**config.mk**
```make
export PLATFORM = sky130hd
export DESIGN_NAME = sync_add
export DESIGN_NICKNAME = d
export VERILOG_FILES = /design/src/rtl/sync_add_pkg.sv /design/src/rtl/sync_add_seg7_decode.sv /design/src/rtl/sync_add.sv
export SDC_FILE = /design/constraint.sdc
export NUM_CORES = 1
export LEC_CHECK = 0
export CAP_MARGIN = 20
export CORE_MARGIN = 2
export CORE_UTILIZATION = 51
export DETAILED_ROUTE_END_ITERATION = 16
export GPL_ROUTABILITY_DRIVEN = 0
export PLACE_DENSITY = 0.81
export SETUP_SLACK_MARGIN = 0.4
export SLEW_MARGIN = 10
export SYNTH_ARGS = -nofsm -noshare
export SYNTH_HDL_FRONTEND = slang
export SYNTH_SLANG_ARGS = --single-unit
```
**constraint.sdc**
```tcl
create_clock -name clk -period 2.9 [get_ports clk]
set_clock_uncertainty 0.2 [all_clocks]
set_input_delay 0.725 -clock clk [delete_from_list [all_inputs] [get_ports clk]]
set_output_delay 0.725 -clock clk [all_outputs]
set_load 0.005 [all_outputs]
```
**src/rtl/sync_add_pkg.sv**
```systemverilog
// Shared constants for the push-button counter: active-high 7-segment glyphs.
// Bit 0 = segment a ... bit 6 = segment g.
package sync_add_pkg;

  localparam logic [6:0] SEG_BLANK = 7'h00;

  // Hex glyphs 0-9, A, b, C, d, E, F
  localparam logic [6:0] SEG7_HEX [16] = '{
    7'h3F, 7'h06, 7'h5B, 7'h4F, 7'h66, 7'h6D, 7'h7D, 7'h07,
    7'h7F, 7'h6F, 7'h77, 7'h7C, 7'h39, 7'h5E, 7'h79, 7'h71
  };

endpackage

```
**src/rtl/sync_add_seg7_decode.sv**
```systemverilog
// Hex digit to active-high 7-segment pattern, purely combinational.
module seg7_decode
  import sync_add_pkg::*;
(
  input  logic [3:0] digit,
  output logic [6:0] seg
);

  always_comb begin
    seg = SEG_BLANK;
    seg = SEG7_HEX[digit];
  end

endmodule

```
**src/rtl/sync_add.sv**
```systemverilog
// Synchronous modulo-(MAX+1) push-button up counter with carry and registered 7-segment drive.
// Optional SYNC_ADD_SAT_EN: saturate at MAX instead of wrapping.
module sync_add
  import sync_add_pkg::*;
#(
  parameter int WIDTH = 4,
  parameter int MAX   = 15
) (
  input  logic             clk,
  input  logic             reset,
  input  logic             step,
  input  logic             en,
  input  logic             clr,
  output logic [WIDTH-1:0] count,
  output logic             carry,
  output logic [6:0]       leds
);

  localparam logic [WIDTH-1:0] MAX_V = WIDTH'(MAX);

  logic       s1, s2, s3;
  logic       sync_live;
  logic       inc;
  logic [3:0] digit;
  logic [6:0] seg_on;

  // The first edge after reset loads the whole chain with the current level,
  // so a button held through reset release never looks like a rising edge.
  always_ff @(posedge clk or negedge reset) begin
    if (!reset) begin
      s1        <= 1'b0;
      s2        <= 1'b0;
      s3        <= 1'b0;
      sync_live <= 1'b0;
    end else if (!sync_live) begin
      s1        <= step;
      s2        <= step;
      s3        <= step;
      sync_live <= 1'b1;
    end else begin
      s1 <= step;
      s2 <= s1;
      s3 <= s2;
    end
  end

  assign inc = s2 & ~s3;

  always_ff @(posedge clk or negedge reset) begin
    if (!reset) begin
      count <= '0;
      carry <= 1'b0;
    end else if (clr) begin
      count <= '0;
      carry <= 1'b0;
    end else if (inc && en && count == MAX_V) begin
`ifdef SYNC_ADD_SAT_EN
      count <= count;
      carry <= 1'b0;
`else
      count <= '0;
      carry <= 1'b1;
`endif
    end else if (inc && en) begin
      count <= count + WIDTH'(1);
      carry <= 1'b0;
    end else begin
      carry <= 1'b0;
    end
  end

  assign digit = 4'(count);

  seg7_decode u_seg7 (
    .digit (digit),
    .seg   (seg_on)
  );

  always_ff @(posedge clk or negedge reset) begin
    if (!reset) leds <= 7'b1000000;
    else        leds <= ~seg_on;
  end

endmodule

```
# Yosys cells after proc, flatten, opt, wreduce, memory -nomap -nowiden
# Memory sizes are Yosys's and may differ from the RTL's.
# Cells that the tools add are included.
totals:
  ff_bits: 16
  mem_bits_ro: 112
  in_bits: 5
  word_cells: 27
  memories: 1
op_classes:
  add_sub_neg: 1
  magnitude_cmp: 1
  eq_ne: 1
  muxes: 9
  bitwise: 4
  n_reduce_logical: 3
memory_table:
  columns: ["name", "words", "word_bits", "read_ports", "rd_ports_with_merged_regs", "wr", "line_no", "text"]
  rows:
  - ["(name not given)", 16, 7, 1, 0, 0, "sync_add_seg7_decode.sv:11", "seg = SEG7_HEX[digit];"]
ops:
  columns: ["operator", "n"]
  rows:
  - ["$mux 7", 2]
  - ["$mux 4", 3]
  - ["$not 7->7", 1]
  - ["$ge 5x5->1 const B", 1]
  - ["$not 4->5", 1]
  - ["$add 4x1->4 const B", 1]
  - ["$eq 4x4->1 const B", 1]
  - ["$mux 1", 4]
  - ["$reduce_bool 3->1", 1]
  - ["$logic_and 1x1->1", 2]
  - ["$and 1x1->1", 1]
  - ["$not 1->1", 1]

# Depth between registers and ports, before layout
# Gate-level depths: netlist of the first run.
depth:
  ltp_word: 6
  depth_mapped: 5

# Hierarchy
# From an unflattened synthesis of the first run, not the netlist that was laid out.
hier_totals:
  hier_cells: 80
  area_unflattened_um2: 857.1
modules_own_cells:
  columns: ["mod", "n_inst", "cells_per_inst", "area_each_um2", "seq_area_each_um2"]
  rows:
  - ["sync_add", 1, 47, 569.3, 401.6]
  - ["seg7_decode", 1, 33, 287.8, 0.0]

# Least setup slack after synthesis of the first run
# OpenSTA, ideal clock, no wires.
synth_timing:
  path_kind: "flip-flop to flip-flop"
  start: "register count[0]"
  end: "register leds[3]"
  setup_ps: 138
  arrival_ps: 1342
  slack_ps: 1220
  path_stages_with_launch: 5
  synth_period_minus_slack_ps: 1680
  path_cell_list: "dfrtp_1 -> inv_1 -> ha_1 -> inv_1 -> mux4_2"
synth_via:
  elab_chain_cells: 5
synth_rtl:
  columns: ["item", "line_no", "text"]
  rows:
  - ["start, declared", "sync_add.sv:14", "output logic [WIDTH-1:0] count,"]
  - ["start signal, assigned", "sync_add.sv:65", "count <= count + WIDTH'(1);"]
  - ["$not 4->5 (not written as such)", "sync_add_seg7_decode.sv:11", null]
  - ["$mem_v2 16x7", null, null]
  - ["$mux 7 (not written as such) (2 in series)", "sync_add_seg7_decode.sv:11", null]
  - ["$not 7->7", "sync_add.sv:81", "else leds <= ~seg_on;"]
  - ["end signal, assigned", "sync_add.sv:81", null]
  - ["end, declared", "sync_add.sv:16", "output logic [6:0] leds"]
# No other way between the ends. The select of a mux whose other input is x is not followed.
# A chain may end at the register's enable or synchronous reset.

# Worst setup path in the final report of the first run
layout_timing:
  start: "register count[3]"
  end: "output port count[3]"
# No word-level cell between the ends.

==> summary.md, run 1 <==
| Metric | Value |
|---|---|
| Status | finished, final reports clean |
| Startpoint Class | register |
| Global-route wire length before repair | 2.26 mm |
| Global route total overflow | 0 |
| CP max stage delay | 560 ps |
| Mapped Area | 778 um2 |
| Core Box Area | 1470 um2 |
| Worst-Margin Slew | 715 ps |
| Area delta synth->final | 24.9% |
| Antenna violations before repair | 0 |
| Clock buffer depth | 2 |
| TritonCTS buffer count | 3 |
| RSZ-0062 raised after global routing | false |
| Hold-fix buffers at CTS | 0 |
| R2r setup slk | 1130 ps |
| Comb power frac | 0.103 |
| Detailed Route WL | 1.33 mm |
| Worst IR drop on VDD | 0.437 mV |
| RR Startpoint | count[0]$_DFFE_PN0P_ |
| Worst Path Required | 1980 ps |
| Reg2Reg Depth | 4 |
| Vias in the first global route | 534 |
| Antenna diode count | 0 |
| Height of the die | 43.1 um |
| Setup Total Neg Slack | 0 ps |
| CTS tree | yes |
| Fin. max-slew vios | 0 |
| Hold slack | 259 ps |
| DR iter-0 viols | 15 |
| CP Max Fanout | 18 |
| WHS Endpoint | s2$_DFF_PN0_ |
| Hold path start | s1$_DFF_PN0_ |
| Fmax | 426 MHz |
| Clk pwr share | 0.306 |
| Die span in x | 43.1 um |
| Reg-to-reg endpoint | leds[3]$_DFF_PN0_ |
| P_sw | 0.0000945 W |
| Port Buffers | 16 |
| DRC Markers | 0 |
| Clk_lat worst skew | 290 ps |
| Routed Antenna Nets | 0 |
| Synthesis Warnings | 0 |
| CP top delay family | flip-flops |
| Tightest Hold Check Type | reg2reg |
| Fin util | 0.661 |
| Pin count of the biggest net entering global routing | 19 |
| Normalized max-slew margin | 0.522 |
| Layout cells sized above 1 | 0.0795 |
| Core Rows | 14 |
| Fill count | 130 |
| Synth Register Bits | 16 |
| Root Driver | clkbuf_4 |
| Cell count after synthesis | 71 |
| WP data arrival | 1420 ps |
| Clk slew on worst S/H paths | 90 ps |
| Drt pass-1 iters | 4 |
| Mean post-synth cell area | 11.0 um2 |
| Worst Setup End Kind | primary output |
| Setup CP Type | reg2out |
| H-tree depth | 1 |
| Nets | 100 |
| Die area | 1850 um2 |
| Final hold violations | 0 |
| Critical path, cell by cell | clkdlybuf4s50_1 |
| Sw Ratio | 0.234 |
| Io pins | 17 |
| Internal power | 0.000309 W |
| Reg power frac | 0.590 |
| Via/cell ratio | 5.53 |
| Buf/Inv on CP | 1 |
| Hold Path Depth | 2 |
| Initial Util | 0.529 |
| Final setup fails | 0 |
| Post-route clock period utilization | 0.809 |
| Clock Sinks | 16 |
| Cell at the slowest stage of the critical path | dfrtp_2 |
| Net Count, Synth | 82 |
| Tot GR Track Use | 0.170 |
| Lkg Pwr | 0.413 nW |
| Crit path time final | 2350 ps |
| Post-synthesis cell type count | 25 |
| DP HPWL | 918 um |
| Sequential area share after synthesis | 0.516 |
| Wire per inst | 12.8 um |
| Routed vias | 575 |
| PD cells | 415 nW/um2 |
| Max-capacitance violation count | 0 |
==> cell usage in the layout, fill, tap and decap left out, drive strengths merged, types with 2 or more instances in the layout <==
cell	count
nand4b	2
inv	3
a311o	2
a21oi	4
clkbuf	4
o21ai	2
nor2b	2
ha	6
mux2i	2
dfrtp	15
nand2b	2
clkdlybuf4s50	16
nand2	10
a22o	2
nor2	5
==> worst max path at each step <==
stage | startpoint | end | slack [ps] | cells after the start
6_report | count[3]$_DFFE_PN0P_ | count[3] | 550 | 1
5_1_grt | count[3]$_DFFE_PN0P_ | count[3] | 500 | 1
4_1_cts | count[2]$_DFFE_PN0P_ | count[2] | 430 | 1
3_5_place_dp | en | count[3]$_DFFE_PN0P_ | 680 | 4
3_3_place_gp | en | count[3]$_DFFE_PN0P_ | 730 | 4
2_1_floorplan | count[0]$_DFFE_PN0P_ | leds[3]$_DFF_PN0_ | 1220 | 4
==> power by group through the flow <==
stage | combinational (W) | clock (W) | sequential (W)
after floorplan | 0.0000168 | 0 | 0.000242
after global placement | 0.0000408 | 0 | 0.000242
after detailed placement | 0.0000420 | 0 | 0.000242
after CTS | 0.0000422 | 0.000129 | 0.000238
after global routing | 0.0000465 | 0.000136 | 0.000239
final | 0.0000417 | 0.000123 | 0.000238
==> cells by family after synthesis <==
kind of cell	Yosys count	synth area share
compound gates	13	0.119
fa+ha+maj	6	0.0965
xor+xnor	1	0.0113
mux	3	0.0547
other cells	1	0.00482
simple gates	25	0.164
flops	16	0.516
buf+inv	6	0.0338
==> state kept, by name (all words and copies together), names as in the netlist <==
| signal | cells |
|---|---|
| sync_live | 1 |
| carry | 1 |
| s1 | 1 |
| leds | 7 |
| count | 4 |
| s2 | 1 |
| s3 | 1 |
==> layout make-up <==
cell class / instances / area (um2) / share of cell area
sequential: 16 / 404 / 0.416
multi-input combinational: 49 / 350 / 0.360
timing repair buffer: 16 / 160 / 0.165
clock buffer: 4 / 26.3 / 0.0270
tap: 16 / 20.0 / 0.0206
inverter: 3 / 11.3 / 0.0116
==> cells in the mapped netlist <==
cell / number / area (um2)
dfrtp_1: 15 / 375
nand2_1: 10 / 37.5
ha_1: 6 / 75.1
nor2_1: 5 / 18.8
a21oi_1: 4 / 20.0
buf_2: 3 / 15.0
inv_1: 3 / 11.3
a22o_1: 2 / 17.5
a311o_1: 2 / 20.0
mux2i_1: 2 / 20.0
nand2b_1: 2 / 12.5
nand4b_1: 2 / 17.5
nor2b_1: 2 / 12.5
o21ai_0: 2 / 10.0
a31oi_1: 1 / 6.26
a32o_1: 1 / 10.0
conb_1: 1 / 3.75
dfstp_2: 1 / 26.3
mux4_2: 1 / 22.5
nand3b_1: 1 / 7.51
nor3_1: 1 / 5.00
o32ai_1: 1 / 8.76
or3b_1: 1 / 8.76
or4_1: 1 / 7.51
xor2_1: 1 / 8.76
==> per-layer routing <==
layer  vias up  track usage  part of all wire
met5         -            0                 0
met4         0        0.127             0.032
met3         4       0.0426             0.044
met2        18        0.255              0.46
met1       273        0.211              0.46
li1        280            -                 -
==> through the flow <==
step	total power (W)	setup slack, ps	std cells	area, um2
after global placement	0.000283	731	100	943
after CTS	0.000409	435	104	971
after floorplan	0.000259	1220	71	778
after detailed placement	0.000284	682	100	943
after global routing	0.000422	500	104	972
final	0.000403	554	104	972
==> repair_timing <==
action                                  CTS  global route
setup buffers                             0             0
gates cloned                              0             0
endpoints found under the setup margin    1             1
resized for setup                         1             1
==> worst reg2reg max path, delay by kind of cell (launching register included) <==
kind / cells / cell delay (ps)
flip-flops: 1 / 500
multiplexers: 1 / 440
adder cells (fa/ha/maj): 1 / 300
buffers and inverters: 2 / 210
Note: power is estimated with default switching activity, not from simulation.
==> inputs of run 2 (changes only) <==
CORE_UTILIZATION = 48   (was 51)
PLACE_DENSITY = 0.77   (was 0.81)
clock period = 2.4 ns   (was 2.9 ns; I/O delays follow)
==> run 2 against run 1 <==
  * Via count up 6.8%
  * Combinational power grew 43%
  * Register-to-register slack worse by 560 ps
  * Final cell count up 7.7%
  * Critical path type unchanged
  * Total power is 28% higher
  * Critical path depth is the same
  * Die area up 5.7%
  * Count of clock-buffer cells in the layout unchanged
  * Sequential power rose by 20%
  * Largest power group unchanged
  * Core utilization rose by 3.2 points
==> summary.md, run 2 (synthesis results as in run 1) <==
| Metric | Value |
|---|---|
| PD cells | 494 nW/um2 (was 415 nW/um2) |
| Fmax | 515 MHz |
| Die area | 1960 um2 (was 1850 um2) |
| R2r setup slk | 570 ps (was 1130 ps) |
| Clk pwr share | 0.330 (was 0.306) |
| Worst Setup End Kind | primary output (unchanged) |
| CP Launch Point | count[1]$_DFFE_PN0P_ (was count[3]$_DFFE_PN0P_) |
| Final Non-Filler Cells | 112 (was 104) |
| TritonCTS buffer count | 3 (unchanged) |
| DRC Markers | 0 (unchanged) |
| RSZ-0062 raised after global routing | false (unchanged) |
| Clock Sinks | 16 (unchanged) |
| DR iter-0 viols | 19 (was 15) |
| Detailed Route WL | 1.39 mm (was 1.33 mm) |
| Internal power | 0.000406 W (was 0.000309 W) |
| H-tree depth | 1 (unchanged) |
| Root Driver | clkbuf_4 (unchanged) |
| Final setup fails | 0 (unchanged) |
| P_sw | 0.000110 W (was 0.0000945 W) |
| Storage element area | 404 um2 (unchanged) |
| Fin. max-slew vios | 0 (unchanged) |
| Cell at the slowest stage of the critical path | clkdlybuf4s50_1 (was dfrtp_2) |
| Pin count of the biggest net entering global routing | 18 (was 19) |
| Clk slew on worst S/H paths | 90 ps (about the same) |
| Hold-fix buffers at CTS | 0 (unchanged) |
| Io pins | 17 (unchanged) |
| Max FFs per register | 7 (unchanged) |
| Routed Antenna Nets | 0 (unchanged) |
| WHS Endpoint | s2$_DFF_PN0_ (unchanged) |
| Placed cell area | 966 um2 (was 943 um2) |
| Layout cells sized above 1 | 0.167 (was 0.0795) |
| Status | finished, final reports clean (unchanged) |
| Setup Total Neg Slack | 0 ps (unchanged) |
| Reg power frac | 0.554 (was 0.590) |
| Area of the multi-input gates | 350 um2 (unchanged) |
| Startpoint Class | register (unchanged) |
| Fill count | 120 (was 130) |
| Initial Util | 0.517 (was 0.529) |
| Port Buffers | 16 (unchanged) |
| Crit path time final | 1940 ps |
| CP max stage delay | 500 ps (was 560 ps) |
| Hold Path Depth | 2 (unchanged) |
| Worst IR drop on VDD | 0.341 mV (was 0.437 mV) |
| Final hold violations | 0 (unchanged) |
| Leading cell type in the layout, fill and taps excluded | clkdlybuf4s50_1 (unchanged) |
| Critical path, cell by cell | clkdlybuf4s50_1 (unchanged) |
| Post-route clock period utilization | 0.809 |
| Core Box Area | 1510 um2 (was 1470 um2) |
| Antenna diode count | 0 (unchanged) |
| Reg2Reg Depth | 6 (was 4) |
| CP top delay family | buffers and inverters (was flip-flops) |
| WP data arrival | 1140 ps (was 1420 ps) |
| CTS tree | yes (unchanged) |
| Reg-to-reg endpoint | leds[3]$_DFF_PN0_ (unchanged) |
| Setup CP Type | reg2out (unchanged) |
| Placed insts | 103 (was 100) |
| Clk_lat worst skew | 280 ps (was 290 ps) |
| Sw Ratio | 0.212 (was 0.234) |
| Die span in x | 44.3 um (was 43.1 um) |
| CP Max Fanout | 2 (was 18) |
| Hold slack | 288 ps (was 259 ps) |
| Height of the die | 44.3 um (was 43.1 um) |
| Buf/Inv on CP | 1 (unchanged) |
| Routed vias | 614 (was 575) |
| Lkg Pwr | 0.476 nW (was 0.413 nW) |
| Drt pass-1 iters | 4 (unchanged) |
| Global route total overflow | 0 (unchanged) |
| Most frequent cells in the layout | 14 x clkdlybuf4s50_1, 13 x dfrtp_1, 10 x nand2_1 (was 16 x clkdlybuf4s50_1, 13 x dfrtp_1, 10 x nand2_1) |
| Tot GR Track Use | 0.157 (was 0.170) |
| Global-route wire length before repair | 2.21 mm (was 2.26 mm) |
| Nets | 108 (was 100) |
| Post-layout instance area | 1040 um2 (was 972 um2) |
| Clock buffer depth | 2 (unchanged) |
| Max-capacitance violation count | 0 (unchanged) |
| Area delta synth->final | 34.1% (was 24.9%) |
| Core Rows | 14 (unchanged) |
| RR Startpoint | count[0]$_DFFE_PN0P_ (unchanged) |
| Worst Path Required | 1600 ps (was 1980 ps) |
| Wire per inst | 12.4 um (was 12.8 um) |
| Hold path start | s1$_DFF_PN0_ (unchanged) |
| Via/cell ratio | 5.48 (was 5.53) |
| Tightest Hold Check Type | reg2reg (unchanged) |
| Largest registers | leds: 7 flops, count: 4 flops (unchanged) |
| Comb power frac | 0.115 (was 0.103) |
| Antenna violations before repair | 0 (unchanged) |
| Vias in the first global route | 535 (was 534) |
| Most flops, register | leds (unchanged) |
| DP HPWL | 966 um (was 918 um) |
==> run 2: how the worst max path moves through the flow <==
stage / slack [ps] / cells after the start / to
2_1_floorplan: 720 / 4 / leds[3]$_DFF_PN0_
3_3_place_gp: 360 / 4 / count[3]$_DFFE_PN0P_
3_5_place_dp: 300 / 4 / count[3]$_DFFE_PN0P_
4_1_cts: 330 / 1 / count[0]
5_1_grt: 400 / 1 / count[2]
6_report: 460 / 1 / count[1]
==> run 2: per-layer routing <==
metal | global-route usage | vias up | part of all wire | wire length, um
li1 | - | 299 | - | -
met1 | 0.194 | 294 | 0.43 | 604
met2 | 0.259 | 21 | 0.51 | 714
met3 | 0.0367 | 0 | 0.051 | 71
met4 | 0.0727 | 0 | 0 | 0
met5 | 0 | - | 0 | 0
==> run 2: power groups by stage <==
stage | combinational [W] | sequential [W] | clock, W
global placement | 0.0000507 | 0.000292 | 0
global route | 0.0000663 | 0.000287 | 0.000193
CTS | 0.0000527 | 0.000288 | 0.000178
detailed placement | 0.0000519 | 0.000293 | 0
floorplan | 0.0000203 | 0.000292 | 0
finish | 0.0000595 | 0.000286 | 0.000171
==> run 2: area by class of cell <==
type	count	area share
Sequential cell	16	0.387
Multi-Input combinational cell	49	0.336
Timing Repair Buffer	24	0.212
Clock buffer	4	0.0348
Tap cell	16	0.0192
Inverter	3	0.0108
==> run 2: through the flow <==
step                       util  setup slack, ps  total power [W]
final                     0.693              458         0.000516
after global routing      0.693              401         0.000547
after CTS                 0.671              329         0.000518
after detailed placement  0.641              297         0.000345
after global placement    0.641              362         0.000343
after floorplan               -              720         0.000313
==> run 2: what timing repair did <==
| item | 4_1_cts | 5_1_grt |
|---|---|---|
| gates resized for setup | 3 | 1 |
| endpoints found under the hold margin | 0 | 0 |
| setup buffers | 1 | 4 |
| endpoints found under the setup margin | 3 | 1 |
| pin swaps | 0 | 0 |
==> inputs of run 3 (changes only) <==
clock period = 1.99 ns   (was 2.4 ns; I/O delays follow)
==> run 3 against run 2 <==
  * Total power rose by 23%
  * Register-to-register slack lost 230 ps
  * Count of clock-buffer cells in the layout unchanged
  * First-iteration DRC count down 16%
  * Combinational power grew 32%
  * Worst setup slack worse by 120 ps
  * Sequential power increased by 21%
  * Global-route usage rose by 3.9 points
  * Non-clock buffer count increased by 4
==> summary.md, run 3 (synthesis results as in run 1) <==
| Metric | Value |
|---|---|
| Status | finished, final reports clean (unchanged) |
| Die area | 1960 um2 (unchanged) |
| Root Driver | clkbuf_4 (unchanged) |
| Clock buffer depth | 2 (unchanged) |
| Critical path, cell by cell | buf_6 > inv_8 > ha_4 > inv_4 > mux4_2 (was clkdlybuf4s50_1) |
| Io pins | 17 (unchanged) |
| Most frequent cells in the layout | 13 x dfrtp_1, 10 x nand2_1, 9 x buf_4 (was 14 x clkdlybuf4s50_1, 13 x dfrtp_1, 10 x nand2_1) |
| Layout cells sized above 1 | 0.360 (was 0.167) |
| Clk_lat worst skew | 290 ps (was 280 ps) |
| Global route total overflow | 0 (unchanged) |
| Area delta synth->final | 40.8% (was 34.1%) |
| CP Launch Point | count[1]$_DFFE_PN0P_ (unchanged) |
| Nets | 112 (was 108) |
| Max-capacitance violation count | 0 (unchanged) |
| Clk slew on worst S/H paths | 100 ps (was 90 ps) |
| Core Box Area | 1510 um2 (unchanged) |
| DRC Markers | 0 (unchanged) |
| Routed Antenna Nets | 0 (unchanged) |
| Final hold violations | 0 (unchanged) |
| Lkg Pwr | 0.506 nW (was 0.476 nW) |
| Most flops, register | leds (unchanged) |
| Final setup margin | 339 ps (was 458 ps) |
| Initial Util | 0.517 (unchanged) |
| Height of the die | 44.3 um (unchanged) |
| WP data arrival | 1620 ps (was 1140 ps) |
| Placed cell area | 976 um2 (was 966 um2) |
| Placed insts | 104 (was 103) |
| Worst Path Required | 1960 ps (was 1600 ps) |
| Tot GR Track Use | 0.195 (was 0.157) |
| CTS tree | yes (unchanged) |
| Pin count of the biggest net entering global routing | 18 (unchanged) |
| Crit path time final | 1650 ps |
| Final setup fails | 0 (unchanged) |
| Hold path start | s1$_DFF_PN0_ (unchanged) |
| Worst Setup End Kind | register (was primary output) |
| Largest registers | leds: 7 flops, count: 4 flops (unchanged) |
| PD cells | 581 nW/um2 (was 494 nW/um2) |
| H-tree depth | 1 (unchanged) |
| Pre-CTS setup slack | 26.4 ps (was 297 ps) |
| Wire per inst | 14.4 um (was 12.4 um) |
| Fin. max-slew vios | 0 (unchanged) |
| Startpoint Class | register (unchanged) |
| CP max stage delay | 450 ps (was 500 ps) |
| RR Startpoint | count[1]$_DFFE_PN0P_ (was count[0]$_DFFE_PN0P_) |
| Core Rows | 14 (unchanged) |
| Die span in x | 44.3 um (unchanged) |
| Drt pass-1 iters | 4 (unchanged) |
| Antenna violations before repair | 0 (unchanged) |
| Fin util | 0.728 (was 0.693) |
| DP HPWL | 998 um (was 966 um) |
| Port Buffers | 16 (unchanged) |
| TritonCTS buffer count | 3 (unchanged) |
| Routed vias | 650 (was 614) |
| Vias in the first global route | 568 (was 535) |
| Clock Sinks | 16 (unchanged) |
| Fmax | 606 MHz |
| Final Non-Filler Cells | 116 (was 112) |
| Tightest Hold Check Type | reg2reg (unchanged) |
| Antenna diode count | 0 (unchanged) |
| Post-route clock period utilization | 0.830 |
| Post-layout instance area | 1100 um2 (was 1040 um2) |
| Via/cell ratio | 5.60 (was 5.48) |
| RSZ-0062 raised after global routing | true (was false) |
| DR iter-0 viols | 16 (was 19) |
| Worst IR drop on VDD | 0.397 mV (was 0.341 mV) |
| Setup Total Neg Slack | 0 ps (unchanged) |
| Setup CP Type | reg2reg (was reg2out) |
| Detailed Route WL | 1.67 mm (was 1.39 mm) |
| Cell at the slowest stage of the critical path | mux4_2 (was clkdlybuf4s50_1) |
| CP Max Fanout | 5 (was 2) |
| Leading cell type in the layout, fill and taps excluded | dfrtp_1 (was clkdlybuf4s50_1) |
| Max FFs per register | 7 (unchanged) |
| Global-route wire length before repair | 2.68 mm (was 2.21 mm) |
run 3: changes by cell type in the layout (fill, tap and decap cells not counted), moves of 2 or more:
| cell | change |
|---|---|
| clkdlybuf4s50_1 | -11 |
| clkbuf_2 | +5 |
| buf_6 | +4 |
| ha_1 | -4 |
| buf_2 | +3 |
| clkdlybuf4s15_1 | +3 |
| ha_4 | +3 |
| inv_1 | -3 |
| inv_4 | +2 |
run 3: layer usage:
| layer | routed length [um] | part of all wire | GRT usage |
|---|---|---|---|
| met1 | 709 | 0.42 | 0.235 |
| met2 | 822 | 0.49 | 0.321 |
| met3 | 100 | 0.060 | 0.0408 |
| met4 | 36 | 0.022 | 0.115 |
| met5 | 0 | 0 | 0 |
run 3: repair_timing:
action / in CTS / in global routing
hold buffers: 0 / 0
setup buffers: 6 / 2
pin swaps: 2 / 3
setup endpoints to repair: 16 / 11
resized for setup: 43 / 11
run 3: final timing paths:
kind	end	slack [ps]	cells past startpoint
min in group asynchronous	leds[3]$_DFF_PN0_	310	1
hold reg to reg	s2$_DFF_PN0_	280	2
max in group asynchronous	carry$_DFF_PN0_	800	2
hold / removal	s2$_DFF_PN0_	280	2
setup reg to reg	leds[3]$_DFF_PN0_	340	5
setup / recovery	leds[3]$_DFF_PN0_	340	5
run 3: through the flow:
stage	hold WS (ps)	power [W]
5_1_grt	330	0.000671
4_1_cts	292	0.000641
3_5_place_dp	264	0.000417
3_3_place_gp	247	0.000414
2_1_floorplan	1.91	0.000378
6_report	282	0.000637
run 3: final cells by class:
class,count,area (um2)
Inverter,3,23.8
Timing Repair Buffer,28,221
Multi-Input combinational cell,49,390
Sequential cell,16,404
Clock buffer,4,36.3
Tap cell,16,20.0
Fill cell,107,410
run 3: power by group:
part           switching [W]  leakage, nW  internal (W)
clock               0.000102       0.0210      0.000111
sequential        0.00000647        0.206      0.000338
combinational      0.0000379        0.279     0.0000409
total               0.000146        0.506      0.000491
run 3: worst max-delay path: cells and delay by family, from the launching register on:
family                     cells  cell delay, ps
adders and majority gates      1             260
buffers and inverters          3             210
DFF                            1             410
muxes                          1             450
